**src/rtl/tick_gen_pkg.sv**
```systemverilog
// tick_gen_pkg: shared defaults and types for the tick_gen clock-enable block.
//   NUM_CH_DEF      default channel count
//   DIV_W_DEF       default divisor / counter width
//   DEFAULT_DIV_DEF divisor loaded into every channel at reset
//   div_t           divisor type at the default width
package tick_gen_pkg;

  localparam int NUM_CH_DEF      = 4;
  localparam int DIV_W_DEF       = 26;
  localparam int DEFAULT_DIV_DEF = 4;

  typedef logic [DIV_W_DEF-1:0] div_t;

endpackage

```
**src/rtl/tick_chan.sv**
```systemverilog
// tick_chan: one clock-enable channel. Counts enabled cycles up to div_act-1,
// emits a one-cycle tick at the wrap and toggles sq on every tick.
// A divisor written while running is parked in a shadow register and
// applied at the next tick so no period is ever cut short.
//   clk, rst_n  clock, synchronous active-low reset
//   en          run enable
//   resync      restart phase (cnt/tick/sq cleared, shadow applied)
//   wr, wr_div  accepted divisor write for this channel
//   tick, sq    registered enable pulse and square wave
//   pend        shadow divisor waiting for a tick boundary
module tick_chan
  import tick_gen_pkg::*;
#(
  parameter int DIV_W       = DIV_W_DEF,
  parameter int DEFAULT_DIV = DEFAULT_DIV_DEF
) (
  input  logic             clk,
  input  logic             rst_n,
  input  logic             en,
  input  logic             resync,
  input  logic             wr,
  input  logic [DIV_W-1:0] wr_div,
  output logic             tick,
  output logic             sq,
  output logic             pend
);

  logic [DIV_W-1:0] cnt, div_act, div_shd;
  logic             running, wrap;

  assign running = en && (div_act != '0);
  assign wrap    = (cnt == div_act - 1'b1);

  always_ff @(posedge clk) begin
    if (!rst_n) begin
      cnt     <= '0;
      div_act <= DIV_W'(DEFAULT_DIV);
      div_shd <= '0;
      pend    <= 1'b0;
      tick    <= 1'b0;
      sq      <= 1'b0;
    end else if (resync) begin
      cnt  <= '0;
      tick <= 1'b0;
      sq   <= 1'b0;
      pend <= 1'b0;
      if (wr)        div_act <= wr_div;
      else if (pend) div_act <= div_shd;
    end else if (!running) begin
      tick <= 1'b0;
      // off: force the outputs quiet; held: cnt and sq keep their value
      if (div_act == '0) begin
        cnt <= '0;
        sq  <= 1'b0;
      end
      // New divisor lands directly; cnt restarts so the next enabled edge
      // is cycle 1 of the new period and cnt stays below div_act.
      if (wr) begin
        div_act <= wr_div;
        cnt     <= '0;
      end else if (pend) begin
        div_act <= div_shd;
        pend    <= 1'b0;
        cnt     <= '0;
      end
    end else begin
      if (wrap) begin
        cnt  <= '0;
        tick <= 1'b1;
        sq   <= ~sq;
        if (pend) begin
          div_act <= div_shd;
          pend    <= 1'b0;
        end
      end else begin
        cnt  <= cnt + 1'b1;
        tick <= 1'b0;
      end
      // wr only happens with pend clear, so this never collides with the
      // shadow apply above
      if (wr) begin
        div_shd <= wr_div;
        pend    <= 1'b1;
      end
    end
  end

endmodule

```
**src/rtl/tick_gen.sv**
```systemverilog
// tick_gen: multi-channel clock-enable generator.
//   clk, rst_n         clock, synchronous active-low reset
//   ch_en[NUM_CH]      per-channel run enable
//   resync             one-cycle pulse, phase-aligns all channels
//   cfg_valid/ready    divisor write handshake (ready = target not pending)
//   cfg_ch, cfg_div    target channel and new divisor (0 = off)
//   tick[NUM_CH]       single-cycle enable per channel
//   sq[NUM_CH]         50 % square wave per channel
module tick_gen
  import tick_gen_pkg::*;
#(
  parameter int  NUM_CH      = NUM_CH_DEF,
  parameter int  DIV_W       = DIV_W_DEF,
  parameter int  DEFAULT_DIV = DEFAULT_DIV_DEF,
  localparam int CH_W        = (NUM_CH > 1) ? $clog2(NUM_CH) : 1
) (
  input  logic              clk,
  input  logic              rst_n,
  input  logic [NUM_CH-1:0] ch_en,
  input  logic              resync,
  input  logic              cfg_valid,
  output logic              cfg_ready,
  input  logic [CH_W-1:0]   cfg_ch,
  input  logic [DIV_W-1:0]  cfg_div,
  output logic [NUM_CH-1:0] tick,
  output logic [NUM_CH-1:0] sq
);

  logic [NUM_CH-1:0] pend, wr;

  // Out-of-range channels match nothing: ready stays 1 and the write drops.
  always_comb begin
    cfg_ready = 1'b1;
    wr        = '0;
    for (int i = 0; i < NUM_CH; i++) begin
      if (cfg_ch == CH_W'(i)) begin
        cfg_ready = !pend[i];
        wr[i]     = cfg_valid && !pend[i];
      end
    end
  end

  for (genvar i = 0; i < NUM_CH; i++) begin : g_ch
    tick_chan #(
      .DIV_W       (DIV_W),
      .DEFAULT_DIV (DEFAULT_DIV)
    ) u_chan (
      .clk    (clk),
      .rst_n  (rst_n),
      .en     (ch_en[i]),
      .resync (resync),
      .wr     (wr[i]),
      .wr_div (cfg_div),
      .tick   (tick[i]),
      .sq     (sq[i]),
      .pend   (pend[i])
    );
  end

endmodule

```
**config.mk**
```make
export PLATFORM = sky130hd
export DESIGN_NAME = tick_gen
export DESIGN_NICKNAME = d
export VERILOG_FILES = /design/src/rtl/tick_gen_pkg.sv /design/src/rtl/tick_chan.sv /design/src/rtl/tick_gen.sv
export SDC_FILE = /design/constraint.sdc
export NUM_CORES = 1
export LEC_CHECK = 0
export ABC_AREA = 1
export CORE_UTILIZATION = 58
export DETAILED_ROUTE_END_ITERATION = 12
export DONT_BUFFER_PORTS = 1
export GPL_TIMING_DRIVEN = 0
export PLACE_DENSITY = 0.77
export REMOVE_ABC_BUFFERS = 1
export SLEW_MARGIN = 20
export SYNTH_ARGS = -nofsm -noshare
export SYNTH_HDL_FRONTEND = slang
export SYNTH_SLANG_ARGS = --single-unit
```
**constraint.sdc**
```tcl
create_clock -name clk -period 3.1 [get_ports clk]
set_clock_uncertainty 0.05 [all_clocks]
set_input_delay 0.93 -clock clk [delete_from_list [all_inputs] [get_ports clk]]
set_output_delay 0.93 -clock clk [all_outputs]
set_load 0.1 [all_outputs]
```
==> results.py <==
metrics = {
    "logic_synthesis": {
        "synth_edf_count": 0,
        "ys_types": 44,
        "ys_ff_latch": 324,
        "netlist_instances": 3452,
        "synthTopCellsByArea": "dfxtp_1, nand2_1, nor2_1",
        "yosysWarnings": 0,
        "yosysSeqAreaShare_pct": 30.63,
        "synth_area_sq_um": 21180,
        "synthFlopType": "dfxtp_1",
        "ys_async_sr_fraction_pct": 0,
        "netlist.area_leader.share_pct": 30.63,
        "syn-mean-instance-area_sq_um": 6.135,
        "yosys.area.top_type": "dfxtp_1",
    },
    "grt": {
        "grt_pass1_wl_microns": 99220,
        "met1_usage_pct": 42.93,
        "use_met2_pct": 53.42,
        "grt_pass1_vias": 19151,
        "met3_usage_pct": 7.439,
        "grt_max_degree": 122,
        "gr-total-overflow": 0,
        "top_usage_layer": "met2",
        "grt_usage_pct": 33.78,
        "grt_antenna_before_repair": 3,
    },
    "setup_path": {
        "r2r_slack_ps": 170,
        "required_ps": 2120,
        "r2r_end": "g_ch[3].u_chan.div_act[23]",
        "cp-end-kind": "output port",
        "crit_type": "flop to output port",
        "rr_startpoint": "g_ch[3].u_chan.div_act[0]",
        "startpoint_type": "flop",
        "critPathMaxFanout": 38,
        "endpoint": "cfg_ready",
        "worst-r2r-cell-count": 15,
        "cp.arrival_ps": 2040,
        "crit_start": "g_ch[0].u_chan.pend",
    },
    "clocking": {
        "htreeDepth": 2,
        "clockBufferDepth": 3,
        "clkLatencyLatePin_ps": 560,
        "clkSlewWorstSetupHoldPaths_ps": 60,
        "root_buffer": "clkbuf_16",
        "numCtsBuffers": 37,
        "clock_sinks": 324,
        "cts_tree": "built",
    },
    "place": {
        "gp_congestion": 0.9310,
        "placed_area_sq_um": 21100,
        "portBuffers": 0,
        "dp_hpwl_microns": 44260,
        "dp_slack_ps": -758.4,
    },
    "route": {
        "routed_wl_microns": 63520,
        "antenna_left": 0,
        "routedWlPerCell_microns": 16.49,
        "vias": 21423,
        "first_iter_violations": 1832,
        "remaining_drc_errors": 0,
        "vias_per_cell": 5.562,
        "drt-pass1-iter-count": 8,
    },
    "finish": {
        "nNetsFinal": 3408,
        "multi_input_area_sq_um": 12760,
        "design_area_sq_um": 22630,
        "synthToLayoutAreaGrowth_pct": 6.848,
        "fin_util_pct": 63.31,
        "mostFrequentLayoutCell": "nand2_1",
        "final_cell_mix": "nand2_1, nor2_1, inv_1",
        "regArea_sq_um": 6499,
        "drive_gt1_share_pct": 6.757,
        "num-fill-cells": 3385,
    },
    "floorplan": {
        "row_count": 69,
        "fp.dieH_microns": 193.1,
        "core_sq_um": 35740,
        "ioPinCount": 45,
        "initial_core_util_pct": 59.25,
        "dieArea_sq_um": 37280,
        "die_w_microns": 193.1,
    },
    "sta": {
        "period_share_pct": 97.33,
        "setup_slack_ps": 82.64,
        "finalHoldViolations": 0,
        "min_period_ps": 3017,
        "rsz0062_at_grt": "false",
        "slew_viol_final": 0,
        "setup_viol": 0,
        "slew_headroom_pct": 31.55,
        "tns_ps": 0,
        "timing.fmax_ghz": 0.3314,
        "tightest_slew_ps": 1025,
    },
    "power_and_ir_drop": {
        "power_density_nw_per_um2": 472.4,
        "cellLeakagePower_nw": 10.10,
        "p_total_mw": 10.69,
        "peakVddDrop_mv": 0.4222,
    },
    "hold_path": {
        "hold_path.class": "flop to flop",
    },
    "run": {
        "max-cap-violations": 0,
    },
    "status": {
        "outcome": "finished, final reports clean",
    },
}
[cell usage after synthesis, types with 11 or more instances]
cell type	count
a21oi_1	127
buf_1	13
buf_2	29
buf_4	29
clkbuf_1	63
dfxtp_1	324
inv_1	354
inv_2	17
nand2_1	1001
nand2_2	29
nand3_1	245
nand3b_1	22
nand4_1	58
nor2_1	562
nor2_2	27
nor2_4	19
nor3_1	34
o211ai_1	43
o21ai_0	160
o21ai_1	26
o21bai_1	11
or2_2	25
xnor2_1	44
xor2_1	123
[per-stage QoR]
stage | hold WS [ps] | instances
final | 409.1 | 3852
after CTS | 410.4 | 3846
after global routing | 426.5 | 3850
after global placement | 393.3 | 3768
after detailed placement | 401.5 | 3771
after floorplan | 378.6 | 3307
[worst min path at each step]
stage / startpoint / endpoint / slack [ps] / depth (start not counted)
3_5_place_dp: g_ch[0].u_chan.div_shd[17] / g_ch[0].u_chan.div_shd[17] / 400 / 2
2_1_floorplan: g_ch[0].u_chan.div_shd[25] / g_ch[0].u_chan.div_shd[25] / 380 / 2
5_1_grt: g_ch[1].u_chan.div_shd[3] / g_ch[1].u_chan.div_shd[3] / 430 / 2
4_1_cts: g_ch[0].u_chan.div_shd[16] / g_ch[0].u_chan.div_shd[16] / 410 / 2
6_report: g_ch[2].u_chan.div_shd[5] / g_ch[2].u_chan.div_shd[5] / 410 / 2
3_3_place_gp: g_ch[0].u_chan.div_shd[19] / g_ch[0].u_chan.div_shd[19] / 390 / 2
[cell families after synthesis]
family	synth area share, %
AO/OA/AOI/OAI	9.660
XOR/XNOR	7.226
adder cells (fa/ha/maj)	0.4727
buffers and inverters	10.29
flip-flops	30.63
multiplexers	0.2836
AND/OR/NAND/NOR	41.45
[flip-flops by register name, summed over array words and instances, names as in the netlist]
name and flops:
g_ch.u_chan.sq 4, g_ch.u_chan.cnt 104, g_ch.u_chan.pend 4, g_ch.u_chan.div_act 104, g_ch.u_chan.div_shd 104, g_ch.u_chan.tick 4
[final cells by class]
cell class	instances	area share [%]
Tap cell	461	2.549
Antenna cell	2	0.02212
Clock inverter	5	0.2488
Timing Repair Buffer	11	0.5972
Inverter	375	6.370
Multi-Input combinational cell	2613	56.41
Sequential cell	324	28.72
Clock buffer	59	5.043
Timing Repair inverter	2	0.04424
[what timing repair did]
action / CTS / global route
setup endpoints to repair: 235 / 160
resized for setup: 23 / 22
pin swaps: 5 / 2
gates cloned: 5 / 2
hold buffers: 0 / 0
buffers inserted: 6 / 2
[worst max-delay path, stage by stage, from the launching register on]
cell     delay, ps
dfxtp_4        400
inv_6          250
nand3_2        210
o21ai_0        150
o21ai_1        140
o21ai_4        310
[layer usage]
metal  routed length [microns]  vias up
met4                      3323        2
met1                     26300     9753
met3                      5736      168
li1                          -    10678
met5                        13        -
met2                     28140      822
[power by group]
part / switching (mW) / internal [mW] / total, mW / leakage, nW
clock: 1.78 / 2.60 / 4.38 / 0.585
sequential: 0.197 / 4.29 / 4.49 / 2.63
combinational: 1.23 / 0.594 / 1.83 / 6.88
total: 3.21 / 7.48 / 10.7 / 10.1
No activity file was read; power rests on OpenSTA's default activity.
